**src/rtl/mem_access_unit.sv**
```systemverilog
// Load/store initiator for the pipelined CPU data memory: valid/ready request in,
// single-cycle r_mem/w_mem strobe out, registered response. Option: MEM_ACCESS_ADDR_CHECK_EN.
module mem_access_unit #(
    parameter int DATA_W   = 32,
    parameter int ADDR_W   = 11,
    parameter int ADDR_LSB = 11
) (
    input  logic              clk,
    input  logic              reset,
    input  logic              req_valid,
    output logic              req_ready,
    input  logic              req_we,
    input  logic [ADDR_W-1:0] req_addr,
    input  logic [DATA_W-1:0] req_wdata,
    output logic              rsp_valid,
    input  logic              rsp_ready,
    output logic [DATA_W-1:0] rsp_rdata,
    output logic              rsp_err,
    output logic              r_mem,
    output logic              w_mem,
    output logic [DATA_W-1:0] mem_data,
    input  logic [DATA_W:0]   mem_rdata
);

    typedef enum logic [2:0] {IDLE, RD_ISSUE, RD_WAIT, WR_ISSUE, RESP} state_t;

    state_t r_state;
    logic   w_addr_ok;
    logic   w_unused_msb;

    // The memory's extra status bit carries nothing this unit needs.
    assign w_unused_msb = mem_rdata[DATA_W];

`ifdef MEM_ACCESS_ADDR_CHECK_EN
    logic r_err;

    assign w_addr_ok = (req_addr == req_wdata[ADDR_LSB+ADDR_W-1:ADDR_LSB]);
    assign rsp_err   = r_err;

    always_ff @(posedge clk or negedge reset) begin
        if (!reset) begin
            r_err <= 1'b0;
        end else if (r_state == IDLE && req_valid) begin
            r_err <= req_we && !w_addr_ok;
        end
    end
`else
    assign w_addr_ok = 1'b1;
    assign rsp_err   = 1'b0;
`endif

    always_ff @(posedge clk or negedge reset) begin
        if (!reset) begin
            r_state   <= IDLE;
            req_ready <= 1'b1;
            r_mem     <= 1'b0;
            w_mem     <= 1'b0;
            mem_data  <= '0;
            rsp_valid <= 1'b0;
            rsp_rdata <= '0;
        end else begin
            case (r_state)
                IDLE: begin
                    if (req_valid) begin
                        req_ready <= 1'b0;
                        rsp_rdata <= '0;
                        if (req_we) begin
                            // A rejected store still walks through WR_ISSUE so its response timing is unchanged.
                            r_state  <= WR_ISSUE;
                            w_mem    <= w_addr_ok;
                            mem_data <= req_wdata;
                        end else begin
                            r_state  <= RD_ISSUE;
                            r_mem    <= 1'b1;
                            mem_data <= DATA_W'(req_addr) << ADDR_LSB;
                        end
                    end
                end
                RD_ISSUE: begin
                    r_mem    <= 1'b0;
                    mem_data <= '0;
                    r_state  <= RD_WAIT;
                end
                RD_WAIT: begin
                    rsp_rdata <= mem_rdata[DATA_W-1:0];
                    rsp_valid <= 1'b1;
                    r_state   <= RESP;
                end
                WR_ISSUE: begin
                    w_mem     <= 1'b0;
                    mem_data  <= '0;
                    rsp_valid <= 1'b1;
                    r_state   <= RESP;
                end
                RESP: begin
                    if (rsp_ready) begin
                        rsp_valid <= 1'b0;
                        req_ready <= 1'b1;
                        r_state   <= IDLE;
                    end
                end
                default: begin
                    r_state <= IDLE;
                end
            endcase
        end
    end

endmodule

```
**config.mk**
```make
export PLATFORM = sky130hd
export DESIGN_NAME = mem_access_unit
export DESIGN_NICKNAME = d
export VERILOG_FILES = /design/src/rtl/mem_access_unit.sv
export SDC_FILE = /design/constraint.sdc
export NUM_CORES = 1
export LEC_CHECK = 0
export ABC_AREA = 1
export CORE_ASPECT_RATIO = 1.1
export CORE_MARGIN = 1.5
export CORE_UTILIZATION = 30
export DETAILED_ROUTE_END_ITERATION = 8
export GPL_ROUTABILITY_DRIVEN = 0
export REMOVE_ABC_BUFFERS = 1
export SYNTH_ARGS = -nofsm -noshare
export SYNTH_HDL_FRONTEND = slang
export SYNTH_SLANG_ARGS = --single-unit
```
**constraint.sdc**
```tcl
create_clock -name clk -period 3.2 [get_ports clk]
set_input_delay 0.8 -clock clk [delete_from_list [all_inputs] [get_ports clk]]
set_output_delay 0.8 -clock clk [all_outputs]
set_load 0.02 [all_outputs]
```
==> key figures <==
Run status
  • Outcome: complete, no violations

Worst setup path
  • CP max-delay cell: clkdlybuf4s50_1
  • Worst path buffer plus inverter count: 1
  • Critical path fanouts, max: 2
  • Worst EP required: 2.40 ns
  • Kind of launch point of the worst setup path: flop
  • Highest cell delay on the worst timing path: 0.59 ns
  • Cell-by-cell listing of the critical path: clkdlybuf4s50_1
  • CP Data Arrival Time: between 1 and 1.5 ns
  • Cell family contributing the most delay on the critical path: buffers and inverters
  • Worst setup path class: reg2out
  • Critical Path End Type: output port

Pwr
  • Power density over the cells: 1000 nW/um^2
  • Peak supply drop: between 0.4 and 0.5 mV
  • Pleak: 2.60 nW

STA
  • Minimum setup slack in the final design: 0.954 ns
  • Sum of negative setup slack: 0 ns
  • Final period demand of the worst path: 2.25 ns
  • Worst Clk Skew: 0.00793 ns
  • RSZ-0062 raised after global routing: no
  • Post-route fraction of the period consumed by the critical path: between 70% and 80%
  • Upper clock frequency limit: 445 MHz
  • Headroom to the max-slew limit: 26.2%
  • Max Slew Vio Count: 0
  • Final setup violation count: 0
  • Transition time at the pin with the least slew margin: 1.10 ns
  • Hold violation count in the final report: 0

GRT
  • Largest net degree at the start of global routing: 72
  • Grt total ovfl: 0
  • Number of global-route vias before repair: 3003
  • Initial antenna violation count: 0
  • All-layer global routing usage: 15.8%
  • First-pass GRT wire length: 13900 microns

Detailed routing
  • Routed Antenna Nets: 0
  • Overall routed net length: 8350 microns
  • Avg Vias per Cell: 4.37
  • Detailed-route wire length per cell: 12.3 microns
  • Post-route DRC violation count: 0
  • Drt initial violations: 105
  • Vias after detailed routing: 2958
  • Initial DRT Pass Iterations: 5

Floorplanning
  • # rows: 39
  • Area of the core: 10300 sq um
  • Die area: 11200 sq um
  • IO Count: 150
  • Die outline width: 101 microns
  • Vertical die dimension: 111 microns
  • Starting utilization of the core area: between 30% and 40%

Logic synthesis
  • Yosys warnings: 0
  • Count of different cell masters after synthesis: 20
  • Post-Synthesis Cells: 393
  • Sequential cell area fraction in the yosys report: 56.2%
  • Avg Inst Size Synth: 8.05 sq um
  • Netlist area before placement: around 3200 sq um
  • Post-synthesis register bit count: 71

Placement
  • Number of I/O port buffers: ~150
  • Post-detailed-placement half-perimeter wirelength: between 5000 and 6000 microns
  • Post-Place Worst Slack: 0.663 ns

Clocking
  • Number of cells upsized or downsized after cts: 0
  • Clock net sink count: just over 70
  • Setup repair bufs after CTS: 0
  • Root buffer cell: clkbuf_16
  • H-tree lvl count: 3
  • Number of buffers created by CTS: 9
  • CTS tree: built
  • Max Buffers Root-to-Sink: 2
  • Number of buffers added to fix hold violations after cts: 0
  • Clock-pin slew of the registers on the worst-case setup and hold paths: around 0.050 ns
  • Insertion delay of the later-clocked pin in the worst-skew pair: roughly 0.33 ns

Worst hold path
  • Type of the worst min-delay path: reg2reg

Cells and area
  • Number of diodes added for antenna fixing: 0
  • Nets@finish: 610
  • Layout cells sized above 1: under 10%
  • Layout area overhead: 59.4%

Job
  • Number of max-cap violations: 0
## per-layer routing
layer  share of wire, %  vias to the layer above  GRT usage (%)
li1                   -                     1488              -
met1                 42                     1341           18.0
met2                 47                      119           27.3
met3                8.8                       10           4.67
met4                1.5                        0           6.48
met5                  0                        -              0
## cell usage after synthesis, drive strengths merged
master | instances | area share [%]
dfstp | 1 | 0.83
nor2 | 3 | 0.59
nand4 | 1 | 0.20
inv | 28 | 3.3
buf | 24 | 4.7
a21oi | 1 | 0.16
o21ai | 2 | 0.32
clkbuf | 1 | 0.12
nand3b | 1 | 0.24
nand3 | 68 | 11
dfrtp | 70 | 55
nand2 | 191 | 23
o211ai | 1 | 0.24
conb | 1 | 0.12
## placed cells by master, fill, tap and decap left out, types with 3 or more instances in the layout
cell type and n:
bufinv_16 3, clkbuf_16 9, nand2_1 191, buf_4 3
nand3_1 66, inv_1 25, clkdlybuf4s50_1 146, inv_2 3
dfrtp_1 70
## sequential cells by signal, indices dropped and copies added (netlist names)
register   count
req_ready      1
r_state        3
r_mem          1
mem_data      32
w_mem          1
rsp_valid      1
rsp_rdata     32
## stage by stage
stage	utilization (%)	hold WS [ns]	instances	cell area, sq um	total power (W)
2_1_floorplan	-	0.497	368	3010	0.00272
3_3_place_gp	45.4	0.456	661	4690	0.00390
3_5_place_dp	45.4	0.458	661	4690	0.00394
4_1_cts	48.7	0.466	677	5040	0.00512
5_1_grt	48.7	0.501	677	5040	0.00537
6_report	48.7	0.467	677	5040	0.00504
## area by class of cell
| class | instances | area, sq um |
|---|---|---|
| fill | 1050 | 5310 |
| inverter | 28 | 105 |
| tap | 143 | 179 |
| sequential | 71 | 1780 |
| multi-input combinational | 269 | 1130 |
| clock buffer | 10 | 239 |
| timing repair buffer | 150 | 1500 |
| clock inverter | 6 | 108 |
## power by group
group          internal (W)  total [W]  switching [W]  leakage [nW]
registers           0.00133    0.00158       0.000247         0.926
clock network      0.000779    0.00115       0.000371         0.168
logic               0.00103    0.00231        0.00129          1.50
total               0.00314    0.00504        0.00190          2.60
## final timing paths
kind | start | to | slack, ns | cells past startpoint
min in group asynchronous | reset | rsp_rdata[8] | 0.60 | 1
setup reg to reg | r_state[2] | rsp_rdata[3] | 1.05 | 5
hold reg to reg | req_ready | req_ready | 0.47 | 2
hold / removal | req_ready | req_ready | 0.47 | 2
setup / recovery | req_ready | req_ready | 0.95 | 1
max in group asynchronous | reset | mem_data[19] | 2.03 | 1
## logic make-up (layout without fill, tap and decap cells)
kind of cell	count (synthesis)	after routing	share of synthesized area [%]
and+or+nand+nor	264	264	34.8
DFF	71	71	56.2
AOI/OAI and AO/OA	4	4	0.712
other	1	1	0.119
buffers and inverters	53	194	8.15
Note: power is estimated with default switching activity, not from simulation.
